### src/rtl/mem_ctrl_if.sv
// mem_ctrl_if: pipeline request/response ports and the RAM byte bus.
// slave is the controller side; master is the pipeline and RAM side.
interface mem_ctrl_if #(
  parameter int ADDR_WIDTH = 32
);
  logic                  if_req;
  logic [ADDR_WIDTH-1:0] if_addr;
  logic [31:0]           if_data_o;
  logic [1:0]            if_status;
  logic [2:0]            rw_mem;
  logic [ADDR_WIDTH-1:0] addr_to_mem;
  logic [31:0]           data_to_mem;
  logic [3:0]            quantity;
  logic [31:0]           data_from_mem;
  logic [1:0]            mem_status;
  logic [7:0]            ram_din;
  logic [ADDR_WIDTH-1:0] ram_a;
  logic [7:0]            ram_dout;
  logic                  ram_wr;

  modport slave (
    input  if_req, if_addr,
    input  rw_mem, addr_to_mem,
    input  data_to_mem, quantity,
    input  ram_din,
    output if_data_o, if_status,
    output data_from_mem, mem_status,
    output ram_a, ram_dout, ram_wr
  );

  modport master (
    output if_req, if_addr,
    output rw_mem, addr_to_mem,
    output data_to_mem, quantity,
    output ram_din,
    input  if_data_o, if_status,
    input  data_from_mem, mem_status,
    input  ram_a, ram_dout, ram_wr
  );
endinterface

### src/rtl/mem_ctrl.sv
// mem_ctrl: byte-serial IF/MEM arbiter for the 8-bit unified RAM.
// Define MEMCTRL_FETCH_BUF_EN for a one-entry fetch buffer.
module mem_ctrl #(
  parameter int ADDR_WIDTH = 32
) (
  input logic       clk,
  input logic       rst,
  mem_ctrl_if.slave bus
);
  typedef enum logic [1:0] {
    S_IDLE,
    S_READ,
    S_WRITE,
    S_DONE
  } state_t;

  localparam logic [2:0] RW_RD   = 3'b001;
  localparam logic [2:0] RW_WR   = 3'b010;
  localparam logic [1:0] ST_IDLE = 2'b00;
  localparam logic [1:0] ST_BUSY = 2'b01;
  localparam logic [1:0] ST_DONE = 2'b10;

  state_t                state_q;
  logic                  owner_if_q;
  logic [2:0]            cnt_q;
  logic [2:0]            n_q;
  logic [ADDR_WIDTH-1:0] base_q;
  logic [31:0]           wdata_q;
  logic [31:0]           acc_q;
  logic [31:0]           acc_fill;
  logic [31:0]           if_data_q;
  logic [31:0]           mem_data_q;
  logic                  mem_rd;
  logic                  mem_wr;
  logic                  wr_c;
  logic                  drive_a;
  logic [ADDR_WIDTH-1:0] addr_c;
  logic [7:0]            wbyte;
  logic [1:0]            st;
`ifdef MEMCTRL_FETCH_BUF_EN
  logic                  fb_valid_q;
  logic [ADDR_WIDTH-1:0] fb_tag_q;
  logic [31:0]           fb_word_q;
  logic                  fb_hit;
`endif

  function automatic logic [2:0] n_of(
    input logic [3:0] q
  );
    case (q)
      4'd1:    return 3'd1;
      4'd2:    return 3'd2;
      default: return 3'd4;
    endcase
  endfunction

  assign mem_rd = bus.rw_mem == RW_RD;
  assign mem_wr = bus.rw_mem == RW_WR;
  assign addr_c = base_q + ADDR_WIDTH'(cnt_q);

  // cnt=k drops the byte addressed at k-1 into lane k-1
  always_comb begin
    acc_fill = acc_q;
    case (cnt_q)
      3'd1:    acc_fill[7:0]   = bus.ram_din;
      3'd2:    acc_fill[15:8]  = bus.ram_din;
      3'd3:    acc_fill[23:16] = bus.ram_din;
      3'd4:    acc_fill[31:24] = bus.ram_din;
      default: ;
    endcase
  end

  always_comb begin
    wbyte = 8'h00;
    case (cnt_q[1:0])
      2'd0:    wbyte = wdata_q[7:0];
      2'd1:    wbyte = wdata_q[15:8];
      2'd2:    wbyte = wdata_q[23:16];
      default: wbyte = wdata_q[31:24];
    endcase
  end

  always_comb begin
    st = ST_IDLE;
    unique case (1'b1)
      state_q == S_READ:  st = ST_BUSY;
      state_q == S_WRITE: st = ST_BUSY;
      state_q == S_DONE:  st = ST_DONE;
      default:            st = ST_IDLE;
    endcase
  end

  assign wr_c    = state_q == S_WRITE;
  assign drive_a = wr_c ||
                   (state_q == S_READ && cnt_q < n_q);

  assign bus.ram_wr        = wr_c;
  assign bus.ram_a         = drive_a ? addr_c : '0;
  assign bus.ram_dout      = wr_c ? wbyte : 8'h00;
  assign bus.if_status     = owner_if_q ? st : ST_IDLE;
  assign bus.mem_status    = owner_if_q ? ST_IDLE : st;
  assign bus.if_data_o     = if_data_q;
  assign bus.data_from_mem = mem_data_q;

`ifdef MEMCTRL_FETCH_BUF_EN
  assign fb_hit = fb_valid_q && fb_tag_q == bus.if_addr;
`endif

  always_ff @(posedge clk) begin
    if (rst) begin
      state_q    <= S_IDLE;
      owner_if_q <= 1'b0;
      cnt_q      <= '0;
      n_q        <= '0;
      base_q     <= '0;
      wdata_q    <= '0;
      acc_q      <= '0;
      if_data_q  <= '0;
      mem_data_q <= '0;
`ifdef MEMCTRL_FETCH_BUF_EN
      fb_valid_q <= 1'b0;
      fb_tag_q   <= '0;
      fb_word_q  <= '0;
`endif
    end else begin
      unique case (state_q)
        S_IDLE: begin
          cnt_q <= '0;
          acc_q <= '0;
          if (mem_rd || mem_wr) begin
            owner_if_q <= 1'b0;
            base_q     <= bus.addr_to_mem;
            n_q        <= n_of(bus.quantity);
            wdata_q    <= bus.data_to_mem;
            state_q    <= mem_rd ? S_READ : S_WRITE;
`ifdef MEMCTRL_FETCH_BUF_EN
            if (mem_wr) fb_valid_q <= 1'b0;
`endif
          end else if (bus.if_req) begin
            owner_if_q <= 1'b1;
            base_q     <= bus.if_addr;
            n_q        <= 3'd4;
`ifdef MEMCTRL_FETCH_BUF_EN
            if (fb_hit) begin
              state_q   <= S_DONE;
              if_data_q <= fb_word_q;
            end else begin
              state_q <= S_READ;
            end
`else
            state_q <= S_READ;
`endif
          end
        end
        S_READ: begin
          acc_q <= acc_fill;
          if (cnt_q == n_q) begin
            state_q <= S_DONE;
            if (owner_if_q) begin
              if_data_q <= acc_fill;
`ifdef MEMCTRL_FETCH_BUF_EN
              fb_valid_q <= 1'b1;
              fb_tag_q   <= base_q;
              fb_word_q  <= acc_fill;
`endif
            end else begin
              mem_data_q <= acc_fill;
            end
          end else begin
            cnt_q <= cnt_q + 3'd1;
          end
        end
        S_WRITE: begin
          if (cnt_q == n_q - 3'd1) state_q <= S_DONE;
          else cnt_q <= cnt_q + 3'd1;
        end
        S_DONE: begin
          state_q <= S_IDLE;
          cnt_q   <= '0;
        end
        default: state_q <= S_IDLE;
      endcase
    end
  end
endmodule
### src/flat_wrapper.sv
// flat-port wrapper written by rule: the top's interface ports become plain ports
module mem_ctrl_flat 
#(
  parameter int ADDR_WIDTH = 32
)
  (clk, rst, bus_if_req, bus_if_addr, bus_rw_mem, bus_addr_to_mem, bus_data_to_mem, bus_quantity, bus_ram_din, bus_if_data_o, bus_if_status, bus_data_from_mem, bus_mem_status, bus_ram_a, bus_ram_dout, bus_ram_wr);
  mem_ctrl_if #(.ADDR_WIDTH(ADDR_WIDTH)) bus_i ();
  input logic clk;
  input logic rst;
  input wire logic [$bits(bus_i.if_req)-1:0] bus_if_req;
  input wire logic [$bits(bus_i.if_addr)-1:0] bus_if_addr;
  input wire logic [$bits(bus_i.rw_mem)-1:0] bus_rw_mem;
  input wire logic [$bits(bus_i.addr_to_mem)-1:0] bus_addr_to_mem;
  input wire logic [$bits(bus_i.data_to_mem)-1:0] bus_data_to_mem;
  input wire logic [$bits(bus_i.quantity)-1:0] bus_quantity;
  input wire logic [$bits(bus_i.ram_din)-1:0] bus_ram_din;
  output wire logic [$bits(bus_i.if_data_o)-1:0] bus_if_data_o;
  output wire logic [$bits(bus_i.if_status)-1:0] bus_if_status;
  output wire logic [$bits(bus_i.data_from_mem)-1:0] bus_data_from_mem;
  output wire logic [$bits(bus_i.mem_status)-1:0] bus_mem_status;
  output wire logic [$bits(bus_i.ram_a)-1:0] bus_ram_a;
  output wire logic [$bits(bus_i.ram_dout)-1:0] bus_ram_dout;
  output wire logic [$bits(bus_i.ram_wr)-1:0] bus_ram_wr;
  assign bus_i.if_req = bus_if_req;
  assign bus_i.if_addr = bus_if_addr;
  assign bus_i.rw_mem = bus_rw_mem;
  assign bus_i.addr_to_mem = bus_addr_to_mem;
  assign bus_i.data_to_mem = bus_data_to_mem;
  assign bus_i.quantity = bus_quantity;
  assign bus_i.ram_din = bus_ram_din;
  assign bus_if_data_o = bus_i.if_data_o;
  assign bus_if_status = bus_i.if_status;
  assign bus_data_from_mem = bus_i.data_from_mem;
  assign bus_mem_status = bus_i.mem_status;
  assign bus_ram_a = bus_i.ram_a;
  assign bus_ram_dout = bus_i.ram_dout;
  assign bus_ram_wr = bus_i.ram_wr;
  mem_ctrl #(.ADDR_WIDTH(ADDR_WIDTH)) u_core (.clk(clk), .rst(rst), .bus(bus_i));
endmodule
### config.mk
export PLATFORM = sky130hd
export DESIGN_NAME = mem_ctrl_flat
export DESIGN_NICKNAME = d
export VERILOG_FILES = /design/src/rtl/mem_ctrl_if.sv /design/src/rtl/mem_ctrl.sv /design/src/flat_wrapper.sv
export SDC_FILE = /design/constraint.sdc
export NUM_CORES = 1
export LEC_CHECK = 0
export CORE_MARGIN = 2
export CORE_UTILIZATION = 30
export DETAILED_ROUTE_END_ITERATION = 12
export PLACE_DENSITY = 0.56
export RECOVER_POWER = 25
export SYNTH_ARGS = -nofsm -noshare
export SYNTH_HDL_FRONTEND = slang
export SYNTH_SLANG_ARGS = --single-unit
### constraint.sdc
create_clock -name clk -period 3.6 [get_ports clk]
set_input_delay 0.54 -clock clk [delete_from_list [all_inputs] [get_ports clk]]
set_output_delay 0.54 -clock clk [all_outputs]
set_load 0.02 [all_outputs]
==> flow_summary.json <==
{
  "status": "finished with violations",
  "violations": "max-capacitance violations, max-slew violations",
  "cap_viol_max_count": 1,
  "synth_top_cell_by_area": "dfxtp_1",
  "hold_viol": 0,
  "synthTopCellsByArea": "dfxtp_1, a211oi_1, mux2i_1, nor2_1, nand2_1",
  "fillers": 2554,
  "grt_max_degree": 82,
  "fin_area_um2": 10900,
  "io_buffers": 222,
  "area_delta_synth_final_pct": 40.9,
  "reg2reg_depth": 7,
  "io_pins": 223,
  "worstPathArrival_ns": 2.83,
  "drcViolationCount": 0,
  "synth-seq-area-share": 0.436,
  "wl_per_cell_um": 16.4,
  "n_antenna_cell": 0,
  "ctsHtreeMaxLevel": 4,
  "start_kind": "register",
  "synth_top_family_by_area": "compound AO/OA/AOI/OAI gates",
  "place_area_um2": 10300,
  "drtIter0Drc": 392,
  "die_y_um": 165,
  "synth.top_cells.by_count": "dfxtp_1, nor2_1, a211oi_1",
  "cts_tree": "yes",
  "power_mw": 6.85,
  "core_um2": 25300,
  "final_layout_size_suffix_gt1_frac": 0.0585,
  "cp.required_ns": 3.06,
  "synth.area.mux_share": 0.0826,
  "synth-async-reset-ratio": 0,
  "hold_buffers": 0,
  "synth.distinct_cells": 42,
  "holdPathStages": 2,
  "path_class": "reg -> out",
  "grt_antenna_before_repair": 1,
  "synth_ff_type": "dfxtp_1",
  "path_cells": "ha_1 -> inv_1 -> fa_1 -> nor2b_1 -> o211ai_1 -> buf_4 -> nor4_1 -> xnor2_1 -> nor2_1 -> dlygate4sd2_1",
  "crit_fanout": 16,
  "power_per_cell_area_nw_per_um2": 626,
  "period_needed_ns": 3.37,
  "drt-pass1-iter-count": 5,
  "grt_pass1_vias": 6659,
  "r2r_start": "u_core.state_q[1]",
  "timing.critical_path.slowest_stage_cell": "dfxtp_1",
  "postCtsSetupRepairBufs": 0,
  "cts-root-buf": "clkbuf_16",
  "hp-class": "reg -> reg",
  "hp-start": "u_core.wdata_q[28]",
  "synth_area_um2": 7760,
  "syn_nets": 1044,
  "setup-tns-final_ns": 0,
  "synthSimpleGateAreaFrac": 0.183,
  "synth-edff-count": 0,
  "reg2reg_to": "u_core.n_q[2]",
  "die_w_um": 165,
  "vias_per_cell": 4.89,
  "postSynthAreaPerCell_um2": 8.50,
  "numCtsBuffers": 17,
  "synth_fa_ha_area_frac": 0.0284,
  "cp_slowest_stage_delay_ns": 0.42,
  "synth_compound_area_frac": 0.186,
  "tightestPinTransition_ns": 1.53,
  "rsz0062_at_grt": "yes",
  "synth_warnings": 0,
  "rrSetupSlack_ns": 0.80,
  "synth_top_area_frac": 0.436,
  "holdPathEnd": "u_core.wdata_q[28]",
  "placedCellCount": 1410,
  "stdcell_count": 1442,
  "max-slew-margin-rel": -0.0184,
  "clkLatencyLatePin_ns": 0.44,
  "p_leak_nw": 3.95,
  "fmax_mhz": 297,
  "initial_utilization": 0.307,
  "drtAntennaViolNets": 0,
  "gr-total-overflow": 0,
  "cts_num_sinks": 169,
  "yosys.cell_count.top_type": "dfxtp_1",
  "rows": 58,
  "die-area_um2": 27200,
  "hpwl_um": 16800,
  "grt_usage": 0.174,
  "worstSetupEndpointType": "primary output",
  "finalSetupViolCount": 0,
  "ir_drop_mv": 0.315,
  "gp_congestion": 0.783,
  "grt_pass1_wl_um": 36500,
  "cts_buffer_depth": 2,
  "synth_xor_area_frac": 0.0335,
  "nets": 1230,
  "routed_wl_um": 23700,
  "period_share": 0.936,
  "slew_violations": 35,
  "netlist_instances": 913,
  "ys_seq_elements": 169,
  "fin_skew_ns": 0.0121,
  "vias": 7047,
  "clkTransAtPathRegs_ns": 0.07
}
-- layout by cell type, fill, tap and decap left out, types with 16 or more instances in the layout --
cell             synthesis  routed
dfxtp_1                169     168
nor2_1                 165     164
clkdlybuf4s50_1          0     163
a211oi_1                98      98
nand2_1                 84      84
mux2i_1                 64      64
a21oi_1                 45      45
dlygate4sd3_1            0      45
a22oi_1                 32      32
xnor2_1                 24      24
inv_1                   23      23
buf_4                    0      19
clkbuf_16                0      17
ha_1                    16      16
-- what timing repair did --
action | 4_1_cts | 5_1_grt
resized for setup | 11 | 8
pin swaps | 0 | 0
endpoints found under the setup margin | 9 | 9
-- flip-flops by register name (all words and copies together), names as in the netlist, 2 cells and up --
register and count:
u_core.acc_q 32, u_core.base_q 32, u_core.bus.data_from_mem 32, u_core.bus.if_data_o 32, u_core.wdata_q 32, u_core.cnt_q 3, u_core.n_q 3, u_core.state_q 2
-- kinds of logic (layout without fill, tap and decap cells) --
group,Yosys count,count (layout)
fa+ha+maj,17,17
flops,169,169
buf+inv,98,297
compound gates,208,208
mux,64,64
xor+xnor,28,28
simple gates,329,329
-- how the worst max path moves through the flow --
stage                    startpoint            end  cells past startpoint
finish              u_core.cnt_q[0]  bus_ram_a[28]                     10
global placement    u_core.cnt_q[1]  bus_ram_a[10]                      8
detailed placement  u_core.cnt_q[1]  bus_ram_a[26]                      9
CTS                 u_core.cnt_q[0]  bus_ram_a[30]                     10
global route        u_core.cnt_q[0]  bus_ram_a[22]                     10
floorplan           u_core.cnt_q[0]  bus_ram_a[26]                      9
-- power breakdown --
| group | switching (mW) | internal (mW) |
|---|---|---|
| sequential | 0.284 | 2.22 |
| combinational | 1.41 | 0.999 |
| clock | 0.909 | 1.03 |
| total | 2.60 | 4.25 |
-- critical path, delay by kind of cell, from the launching register on --
kind	cells	cell delay [ns]
buffers and inverters	3	0.59
DFF	1	0.42
AOI/OAI and AO/OA	1	0.10
adders and majority gates	2	0.58
and+or+nand+nor	3	0.55
xor gates and xnor gates	1	0.16
-- routing by layer --
metal	routed length, um	vias up	GRT usage
met5	0	-	0
met3	1680	20	0.0495
met4	244	0	0.0427
li1	-	3584	-
met2	10700	197	0.278
met1	11000	3246	0.231
-- per-stage QoR --
| stage | hold WS (ns) | util | worst slack (ns) |
|---|---|---|---|
| 2_1_floorplan | 0.436 | - | 0.881 |
| 3_3_place_gp | 0.445 | 0.407 | 0.451 |
| 3_5_place_dp | 0.447 | 0.407 | 0.347 |
| 4_1_cts | 0.457 | 0.432 | 0.0161 |
| 5_1_grt | 0.470 | 0.433 | -0.0141 |
| 6_report | 0.455 | 0.433 | 0.230 |
-- cell type report --
class	count	area (um2)	area share
clock inverter	14	191	0.0175
clock buffer	18	439	0.0402
multi-input combinational	646	4040	0.369
timing repair buffer	242	2380	0.218
inverter	23	86.3	0.00790
tap	330	413	0.0378
sequential	169	3380	0.310
No activity file was read; power rests on OpenSTA's default activity.
